## src/rtl/nibble_serial_adder.sv

```systemverilog
// Serial WIDTH-bit adder: one 4-bit carry-lookahead slice processes a nibble per cycle,
// carrying between nibbles, with valid/ready handshakes on operand and result sides.

module bit4adder (
    input  logic [3:0] a,
    input  logic [3:0] b,
    input  logic       cin,
    output logic [3:0] s,
    output logic       cout
);
    logic [3:0] g;
    logic [3:0] p;
    logic [3:0] c;

    assign g = a & b;
    assign p = a ^ b;

    // Lookahead carries, each flattened to generate/propagate terms
    assign c[0] = cin;
    assign c[1] = g[0] | (p[0] & cin);
    assign c[2] = g[1] | (p[1] & g[0]) | (p[1] & p[0] & cin);
    assign c[3] = g[2] | (p[2] & g[1]) | (p[2] & p[1] & g[0]) | (p[2] & p[1] & p[0] & cin);
    assign cout = g[3] | (p[3] & g[2]) | (p[3] & p[2] & g[1]) | (p[3] & p[2] & p[1] & g[0])
                | (p[3] & p[2] & p[1] & p[0] & cin);
    assign s    = p ^ c;
endmodule

module nibble_serial_adder #(
    parameter int unsigned WIDTH = 16
) (
    input  logic             clk,
    input  logic             rst,
    input  logic             in_valid,
    output logic             in_ready,
    input  logic [WIDTH-1:0] a,
    input  logic [WIDTH-1:0] b,
    input  logic             cin,
    output logic             out_valid,
    input  logic             out_ready,
    output logic [WIDTH-1:0] sum,
    output logic             cout,
    output logic             busy
);
    localparam int unsigned NIBBLES = WIDTH / 4;
    localparam int unsigned IDX_W   = (NIBBLES > 1) ? $clog2(NIBBLES) : 1;

    typedef enum logic [1:0] {IDLE, RUN, DONE} state_e;

    state_e             state_q, state_d;
    logic [IDX_W-1:0]   idx_q, idx_d;
    logic               carry_q, carry_d;
    logic [WIDTH-1:0]   a_sh_q, a_sh_d;
    logic [WIDTH-1:0]   b_sh_q, b_sh_d;
    logic [WIDTH-1:0]   sum_q, sum_d;
    logic               cout_q, cout_d;
    logic               in_ready_q, in_ready_d;
    logic               out_valid_q, out_valid_d;
    logic               busy_q, busy_d;

    logic [3:0]         cla_s;
    logic               cla_c;

    bit4adder u_cla (
        .a    (a_sh_q[3:0]),
        .b    (b_sh_q[3:0]),
        .cin  (carry_q),
        .s    (cla_s),
        .cout (cla_c)
    );

    always_comb begin
        state_d = state_q;
        idx_d   = idx_q;
        carry_d = carry_q;
        a_sh_d  = a_sh_q;
        b_sh_d  = b_sh_q;
        sum_d   = sum_q;
        cout_d  = cout_q;

        unique case (state_q)
            IDLE: begin
                // in_ready_q gates acceptance so nothing is taken the cycle after reset release
                if (in_valid && in_ready_q) begin
                    a_sh_d  = a;
                    b_sh_d  = b;
                    carry_d = cin;
                    sum_d   = '0;
                    idx_d   = '0;
                    state_d = RUN;
                end
            end
            RUN: begin
                carry_d = cla_c;
                sum_d   = (sum_q >> 4) | (WIDTH'(cla_s) << (WIDTH - 4));
                a_sh_d  = a_sh_q >> 4;
                b_sh_d  = b_sh_q >> 4;
                idx_d   = idx_q + IDX_W'(1);
                if (idx_q == IDX_W'(NIBBLES - 1)) begin
                    cout_d  = cla_c;
                    state_d = DONE;
                end
            end
            DONE: begin
                if (out_ready) begin
                    state_d = IDLE;
                end
            end
            default: state_d = IDLE;
        endcase

        in_ready_d  = (state_d == IDLE);
        out_valid_d = (state_d == DONE);
        busy_d      = (state_d != IDLE);
    end

    always_ff @(posedge clk or posedge rst) begin
        if (rst) begin
            state_q     <= IDLE;
            idx_q       <= '0;
            carry_q     <= 1'b0;
            a_sh_q      <= '0;
            b_sh_q      <= '0;
            sum_q       <= '0;
            cout_q      <= 1'b0;
            in_ready_q  <= 1'b0;
            out_valid_q <= 1'b0;
            busy_q      <= 1'b0;
        end else begin
            state_q     <= state_d;
            idx_q       <= idx_d;
            carry_q     <= carry_d;
            a_sh_q      <= a_sh_d;
            b_sh_q      <= b_sh_d;
            sum_q       <= sum_d;
            cout_q      <= cout_d;
            in_ready_q  <= in_ready_d;
            out_valid_q <= out_valid_d;
            busy_q      <= busy_d;
        end
    end

    assign in_ready  = in_ready_q;
    assign out_valid = out_valid_q;
    assign busy      = busy_q;
    assign sum       = sum_q;
    assign cout      = cout_q;
endmodule

```

## config.mk

```make
export PLATFORM = sky130hd
export DESIGN_NAME = nibble_serial_adder
export DESIGN_NICKNAME = d
export VERILOG_FILES = /design/src/rtl/nibble_serial_adder.sv
export SDC_FILE = /design/constraint.sdc
export NUM_CORES = 1
export LEC_CHECK = 0
export BUFFER_PORTS_ARGS = -buffer_cell sky130_fd_sc_hd__buf_2
export CAP_MARGIN = 0
export CORE_ASPECT_RATIO = 1.5
export CORE_MARGIN = 1
export CORE_UTILIZATION = 38
export DETAILED_ROUTE_END_ITERATION = 12
export GPL_TIMING_DRIVEN = 0
export PLACE_DENSITY_LB_ADDON = 0.2
export REMOVE_ABC_BUFFERS = 1
export SETUP_SLACK_MARGIN = 0.15
export SYNTH_ARGS = -nofsm -noshare
export SYNTH_HDL_FRONTEND = slang
export SYNTH_SLANG_ARGS = --single-unit
```

## constraint.sdc

```tcl
create_clock -name clk -period 4.2 [get_ports clk]
set_input_delay 0.42 -clock clk [delete_from_list [all_inputs] [get_ports clk]]
set_output_delay 0.42 -clock clk [all_outputs]
set_load 0.02 [all_outputs]
```

After elaboration in Yosys (flattened, before gate mapping)
Index checks and enable logic that the tools add are counted.

operators by class
  add/subtract/negate cells = 1
  multiply operators = 0
  divide/modulo/power cells = 0
  order comparisons = 0
  equal/unequal tests = 5
  shifts and indexed selects = 0
  muxes and demuxes = 14
  bitwise operators = 30
  reductions and logical operators = 7

operators with widths
  kind                                            number
  one-hot mux 16 bit (2 select lines)             3
  two-way mux 16 bit                              3
  bitwise AND 1 bit                               16
  bitwise OR 12 x 16 -> 16 bit                    1
  bitwise OR 1 bit                                10
  two-way mux 2 bit                               4
  XOR 4 bit                                       2
  == test 2 bit (second input constant)           3
  one-hot mux 2 bit (3 select lines)              1
  bitwise AND 4 bit                               1
  logical NOT 2 bit                               2
  one-hot mux 2 bit (2 select lines)              1
  AND reduction 2 bit                             2
  nonzero test 2 bit                              2
  adder 2 x 1 -> 2 bit (second input constant)    1
  == test 2 x 1 -> 1 bit (second input constant)  1
  != test 2 bit (second input constant)           1
  one-hot mux 1 bit (2 select lines)              1
  logical AND 1 bit                               1
  two-way mux 1 bit                               1

storage, ports and cells
  register bits = 57
  bits in latches = 0
  RAM bits = 0
  memory bits (read-only) = 0
  bits of input ports = 37
  output and inout bits = 20
  logic and storage cells = 67
  memories = 0

Logic depth before layout (Yosys ltp)
Gate-level depths: netlist of run 1.

  depth in word-level cells = 8
  mapped depth = 6
  mapped depth without buffers = 4

Modules after synthesis
A second synthesis of run 1 with hierarchy kept.

unflattened totals
  cell total of the unflattened synthesis = 208
  area total of the unflattened synthesis = 2524.9 um^2

by module, submodules not included
  module               instances  cells each  area each (um^2)  seq. area each (um^2)
  nibble_serial_adder  1          191         2377.3            1426.4
  bit4adder            1          17          147.6             0.0

Worst setup path after synthesis of run 1
No wires, ideal clock.

  path type = register to register
  start = reg a_sh_q[0]
  end = reg sum_q[15], in the netlist sum[15]
  setup time = 122 ps
  data arrival time = 1471 ps
  data required time = 4078 ps
  slack = 2608 ps
  stages on the path, launching flop included = 5
  buffers on the path = 0
  clock period less this slack = 1592 ps
  cells stage by stage = dfrtp_1 ha_1 a21o_1 a311o_1 a32o_1

between the ends
  longest elaborated chain between the ends = 7
  elaborated cells between the ends (all ways) = 10
  classes of those cells = mux: 1; bitwise: 9

ends and longest elaborated chain
  what                                                   line    RTL
  start: declaration                                     52      logic [WIDTH-1:0] a_sh_q, a_sh_d;
  start signal: assignment                               132     a_sh_q <= a_sh_d;
  bitwise AND 4 bit or XOR 4 bit (tied branches)         15, 16
  bitwise AND 1 bit                                      22      assign c[3] = g[2] | (p[2] & g[1]) | (p[2] & p[1] & g[0]) | (p[2] & p[1] & p[0] & cin);
  bitwise OR 1 bit or bitwise AND 1 bit (tied branches)  22
  bitwise OR 1 bit *                                     22
  XOR 4 bit *                                            25      assign s = p ^ c;
  bitwise OR 12 x 16 -> 16 bit *                         94      sum_d = (sum_q >> 4) | (WIDTH'(cla_s) << (WIDTH - 4));
  one-hot mux 16 bit (2 select lines) *                  80      unique case (state_q)
  end signal: assignment                                 134     sum_q <= sum_d;
  end: declaration                                       54      logic [WIDTH-1:0] sum_q, sum_d;

Mark *: on every way between the ends. The rest lies on a longest branch, timed or not.
A chain may end at the register's enable or synchronous reset.

Worst setup path in the final report of run 1
  start = reg state_q[1]
  end = reg carry_q

between the ends
  longest elaborated chain between the ends = 3
  elaborated cells between the ends (all ways) = 6
  classes of those cells = eq/ne: 2; mux: 1; reduce/logical: 3

ends and longest elaborated chain
  what                                                           line  RTL
  start: declaration                                             49    state_e state_q, state_d;
  start signal: assignment                                       129   state_q <= state_d;
  == test 2 x 1 -> 1 bit or logical NOT 2 bit (tied branches)    80
  nonzero test 2 bit (no line) or != test 2 bit (tied branches)  n/a
  AND reduction 2 bit (no line)                                  n/a
  end signal: assignment                                         131   carry_q <= carry_d;
  end: declaration                                               51    logic carry_q, carry_d;

Parallel ways exist; a longest one is shown, timed or not.

==> results.cfg, run 1 <==
[status]
status = finished clean

[clock_network]
cts_hold_buf = 0
max-clock-path-buffers = 2
cts_root_buf = clkbuf_8
ctsResizeCount = 0
clk_pin_slew_ps = 60
cts_made_buffers = 9
clock-sinks = 57
htree_levels = 3
cts_tree = done
worstSkewPairLatency_ps = 330
post_cts_buffers = 0

[sta]
grt_setup_unrepaired = no
tns_ps = 0
min_period_ps = 1770
hold_viol_final = 0
post-route-period-util_pct = 42.1
finClkSkew_ps = 3.62
finalMaxSlewViolations = 0
fin_ws_ps = 2430
slew_headroom_pct = 46.3
worst_slew_pin_slew_ps = 805
setup_viol_count_final = 0
max_freq_mhz = 566

[global_route]
grt_pass1_vias = 2022
gr-total-overflow = 0
grt_max_degree = 68
grt_usage_pct = 16.0
grt_pass1_wl_mm = 9.14
antenna_found_initial = 0

[job]
drv_cap = 0

[route]
dr.first_iter.drc_count = 109
routed_wirelength_mm = 5.26
remaining_drc_errors = 0
firstDrtPassIters = 4
ant_nets = 0
vias = 1971
wire_per_inst_um = 13.9
vias_per_cell = 5.21

[finish]
area_delta_synth_final_pct = 17.4
multi_input_area_mm2 = 0.00107
num-nets-final = 343
n_antenna_cell = 0
fillers = 669
drive_gt1_share_pct = 25.8
regArea_mm2 = 0.00143

[worst_hold_path]
hold_path.class = input pin to async pin

[yosys]
ys_ff_latch = 57
synthCells = 248
yosysSeqAreaShare_pct = 53.8
synth_top_area_share_pct = 53.8
yosys-top-cells-area = dfrtp_1 54%, mux2i_1 7.2%, nand3_1 6.8%
synth_top_area_cell = dfrtp_1
async_flop_share_pct = 100
yosysWarningCount = 0
synth_edf_count = 0
syn-cell-area_mm2 = 0.00265
yosysMostFrequentCell = dfrtp_1
synthFlopType = dfrtp_1
synth.distinct_cells = 34
synthTopCellsByCount = 57 x dfrtp_1, 38 x nand2_1, 36 x nand3_1, 21 x o21ai_0, 19 x mux2i_1
synth_area_per_cell_um2 = 10.7

[worst_setup_path]
path_max_fanout = 17
start_kind = register
arrival_ps = 2030
cp.depth = 5
cp-startpoint = state_q[1]
critPathSlowestCell = dfrtp_1
reg2regPathDepth = 5
rr_endpoint = carry_q
cp_top_family = buffers and inverters
rr_startpoint = state_q[1]
path_common_cell = buf_8
cp_num_buf_inv = 2
r2r_slack_ps = 2430
slowest_delay_ps = 440
critPathRequiredTime_ps = 4460
crit_type = register to register
cp-end-kind = register
critical_path.endpoint = carry_q
crit_chain = nand3b_1, buf_8, buf_8, a32o_1, a21oi_1

[die]
ios = 57
coreArea_mm2 = 0.00662
rows = 36
dieArea_mm2 = 0.00732
floorplan.initialDensity_pct = 40.0
die_h_um = 104
die_x_um = 70.2

[pwr]
pwr_density_cell_mw_per_mm2 = 834
vdd_drop_max_mv = 0.317
p_leak_uw = 0.00162

[place]
place_hpwl_mm = 3.53
port_buffers = 56
pre_cts_slack_ps = 2420
gp_congestion = 0.696
-- sequential cells by signal, indices dropped and copies added, names as in the netlist --
register,cells
out_valid,1
carry_q,1
state_q,2
cout,1
sum,16
idx_q,2
in_ready,1
a_sh_q,16
b_sh_q,16
busy,1
-- metal layers --
layer	vias to the layer above	routed length, um	GRT usage [%]
met5	-	0	0
met4	0	108	7.71
met3	11	293	5.23
met2	46	2650	27.1
met1	943	2210	17.8
li1	971	-	-
-- worst reg2reg max path, delay by kind of cell, from the launching register on --
family                 cells  cell delay (ps)
AO/OA/AOI/OAI              2              350
buffers and inverters      2              460
flip-flops                 1              440
AND/OR/NAND/NOR            1              440
-- cell usage in the layout, fill, tap and decap left out --
cell / count
nor2_1: 8
a22o_1: 10
clkbuf_1: 3
o21bai_4: 1
or2_2: 1
buf_8: 3
xnor2_1: 1
dfrtp_1: 57
fa_1: 1
nand2b_4: 1
a22oi_1: 1
and3b_1: 1
inv_2: 1
a21oi_1: 3
nor3b_1: 1
a21o_1: 3
a211o_1: 1
and3_1: 1
ha_1: 6
inv_1: 2
and4bb_2: 1
nand3b_1: 1
a32o_1: 3
nand3_1: 36
o21ai_0: 21
nor2b_2: 1
buf_2: 56
a311o_1: 1
or2_1: 1
nor2_4: 1
clkbuf_8: 11
nand2_1: 38
a31oi_1: 5
buf_12: 1
mux2i_1: 19
-- cells by family after synthesis --
| family | after synthesis | share of synthesized area [%] |
|---|---|---|
| muxes | 19 | 7.17 |
| xor gates and xnor gates | 1 | 0.330 |
| buffers and inverters | 23 | 6.13 |
| adders and majority gates | 7 | 3.59 |
| AOI/OAI and AO/OA | 49 | 12.7 |
| and+or+nand+nor | 92 | 16.3 |
| DFF | 57 | 53.8 |
-- worst min path at each step --
stage	from	endpoint
after floorplan	idx_q[0]	idx_q[0]
after global placement	sum[10]	sum[6]
after detailed placement	sum[10]	sum[6]
after CTS	rst	busy
after global routing	rst	a_sh_q[12]
final	rst	busy
-- layout make-up --
| type | count | share of cell area (%) |
|---|---|---|
| multi-input combinational | 168 | 34.4 |
| clock buffer | 14 | 5.23 |
| inverter | 3 | 0.362 |
| tap | 76 | 3.05 |
| timing repair buffer | 60 | 11.1 |
| sequential | 57 | 45.8 |
-- through the flow --
stage / instances / util, % / cell area [um^2] / hold slack, ps / power (uW)
floorplan: 228 / - / 2500 / 467 / 1840
global placement: 360 / 43.4 / 2880 / 469 / 2160
detailed placement: 364 / 44.6 / 2950 / 475 / 2200
CTS: 378 / 47.0 / 3110 / 189 / 2650
global route: 378 / 47.0 / 3110 / 203 / 2840
finish: 378 / 47.0 / 3110 / 168 / 2590
-- where the power goes --
group / internal (uW) / total, uW / switching (uW)
logic: 494 / 1200 / 702
registers: 809 / 965 / 155
clock network: 240 / 434 / 193
total: 1540 / 2590 / 1050
Note: power is estimated with default switching activity, not from simulation.
==> run 2: changes to the inputs <==
--- a/config.mk
+++ b/config.mk
@@ -5,6 +5,7 @@
 export SDC_FILE = /design/constraint.sdc
 export NUM_CORES = 1
 export LEC_CHECK = 0
+export ABC_AREA = 1
 export BUFFER_PORTS_ARGS = -buffer_cell sky130_fd_sc_hd__buf_2
 export CAP_MARGIN = 0
 export CORE_ASPECT_RATIO = 1.5
==> constraint.sdc (replaced) <==
create_clock -name clk -period 1.75 [get_ports clk]
set_input_delay 0.175 -clock clk [delete_from_list [all_inputs] [get_ports clk]]
set_output_delay 0.175 -clock clk [all_outputs]
set_load 0.02 [all_outputs]
==> run 2 against run 1 <==
Against the previous run: flip-flop and latch count unchanged; die area decreased by 1.9%; worst setup slack got worse by 2200 ps; non-clock buffer count rose by 3; count of clock-buffer cells in the layout grew 1; worst hold slack got worse by 130 ps; via count rose by 11%; clock skew rose by 2.0 ps; cell area is 2.9% higher.
==> results.cfg, run 2 <==
[sta]
fin_ws_ps = 227
tns_ps = 0
worst_slew_pin_slew_ps = 494
grt_setup_unrepaired = yes
hold_viol_final = 0
max_freq_mhz = 657
finClkSkew_ps = 5.67
post-route-period-util_pct = 87.0
min_period_ps = 1520
slew_headroom_pct = 67.0
finalMaxSlewViolations = 0
setup_viol_count_final = 0

[global_route]
grt_max_degree = 64
grt_pass1_wl_mm = 9.22
antenna_found_initial = 0
grt_pass1_vias = 2001
grt_usage_pct = 17.0
gr-total-overflow = 0

[yosys]
yosysWarningCount = 0
synth_top_area_cell = dfrtp_1
yosys-top-cells-area = dfrtp_1 55%, nand2_1 12%, nor2_1 4.8%
yosysSeqAreaShare_pct = 54.9
synth_area_per_cell_um2 = 8.90
async_flop_share_pct = 100
ys_ff_latch = 57
synth_edf_count = 0
synthTopCellsByCount = 85 x nand2_1, 57 x dfrtp_1, 33 x nor2_1, 20 x inv_1, 19 x a31oi_1
synthFlopType = dfrtp_1
yosysMostFrequentCell = nand2_1
synthCells = 292
synth.distinct_cells = 26
syn-cell-area_mm2 = 0.00260
synth_top_area_share_pct = 54.9

[finish]
fin_util_pct = 49.0
drive_gt1_share_pct = 24.5
final_common_cell = nand2_1
most-common-layout-cells = 85 x nand2_1, 57 x dfrtp_1, 56 x buf_2
multi_input_area_mm2 = 0.00106
regArea_mm2 = 0.00143
fillers = 642
n_antenna_cell = 0
num-nets-final = 399
area_delta_synth_final_pct = 23.3
fin_cells = 435

[worst_setup_path]
start_kind = register
reg2regPathDepth = 6
path_max_fanout = 33
r2r_slack_ps = 230
slowest_delay_ps = 550
crit_type = register to register
rr_startpoint = state_q[0]
cp-startpoint = state_q[0]
arrival_ps = 1750
critPathSlowestCell = dfrtp_1
rr_endpoint = busy
critPathRequiredTime_ps = 1980
crit_chain = nand2_8, clkinv_8, nand2_1, o31ai_1, nor2_1, inv_2
cp-end-kind = register

[clock_network]
cts_made_buffers = 9
cts_root_buf = clkbuf_8
cts_tree = done
max-clock-path-buffers = 2
clock-sinks = 57
htree_levels = 3
worstSkewPairLatency_ps = 340
clk_pin_slew_ps = 60

[pwr]
p_leak_uw = 0.00162
pwr_density_cell_mw_per_mm2 = 2170
vdd_drop_max_mv = 0.766

[worst_hold_path]
worstHoldStart = out_ready
hold_path.class = input pin to register
hold_depth = 2
min_to = out_valid

[place]
place_hpwl_mm = 3.50
gp_congestion = 0.718
dp.cells = 410
port_buffers = 56
pre_cts_slack_ps = -854

[route]
vias_per_cell = 5.04
routed_wirelength_mm = 6.26
vias = 2191
dr.first_iter.drc_count = 98
wire_per_inst_um = 14.4
remaining_drc_errors = 0
ant_nets = 0
firstDrtPassIters = 4

[die]
floorplan.initialDensity_pct = 39.8
die_h_um = 103
coreArea_mm2 = 0.00653
ios = 57
dieArea_mm2 = 0.00718
die_x_um = 69.5
rows = 36

[status]
status = finished clean

[job]
drv_cap = 0
## run 2: changes by cell type after synthesis, sizes merged, moves of 13 or more
cell,previous run,this run
o21ai,21,8
a31oi,5,19
nand3,36,16
inv,3,24
nand2,38,87
nor2,9,33
mux2i,19,0
## run 2: layout make-up
cell class	count	share of cell area, %
Sequential cell	57	44.5
Multi-Input combinational cell	200	33.1
Timing Repair Buffer	63	11.3
Clock buffer	15	4.88
Inverter	24	3.28
Tap cell	76	2.97
## run 2: cell families (layout without fill, tap and decap cells)
logic type / after synthesis / count (layout) / synth area share, %
buffers and inverters: 39 / 102 / 7.27
AND/OR/NAND/NOR: 148 / 152 / 24.3
flip-flops: 57 / 57 / 54.9
adder cells (fa/ha/maj): 7 / 7 / 3.66
AO/OA/AOI/OAI: 40 / 40 / 9.58
XOR/XNOR: 1 / 1 / 0.337
## run 2: critical path, delay by kind of cell, from the launching register on
kind,cells,cell delay [ps]
AOI/OAI and AO/OA,1,100
buffers and inverters,2,200
DFF,1,550
and+or+nand+nor,3,540
## run 2: timing repair
action | CTS | global route
hold buffers | 1 | 0
endpoints found under the hold margin | 21 | 0
resized for setup | 5 | 4
buffers inserted | 0 | 5
gates cloned | 0 | 4
endpoints found under the setup margin | 56 | 43
pin swaps | 1 | 3
## run 2: report_power, final
part           leakage [uW]  switching, uW  internal, uW
logic              0.000843           2290          1250
clock network     0.0000778            479           547
registers          0.000697            400          1970
## run 2: layer usage
metal | GRT usage, % | up-vias | routed length, um
met1 | 18.9 | 1046 | 2590
li1 | - | 1085 | -
met4 | 12.7 | 0 | 164
met2 | 29.8 | 47 | 3310
met5 | 0 | - | 0
met3 | 2.62 | 13 | 195
## run 2: worst max path at each step
stage	end	slack [ps]
after global routing	busy	110
after detailed placement	idx_q[1]	-850
after floorplan	idx_q[1]	-120
after global placement	idx_q[1]	-820
final	busy	230
after CTS	idx_q[1]	50
## run 2: metrics by stage
stage / hold WS, ps / area (um^2) / total power [uW]
final: 35.1 / 3200 / 6940
after global routing: 36.7 / 3200 / 7580
after CTS: 17.7 / 3090 / 6660
after detailed placement: 234 / 2900 / 5550
after global placement: 381 / 2880 / 5430
after floorplan: 273 / 2500 / 4640
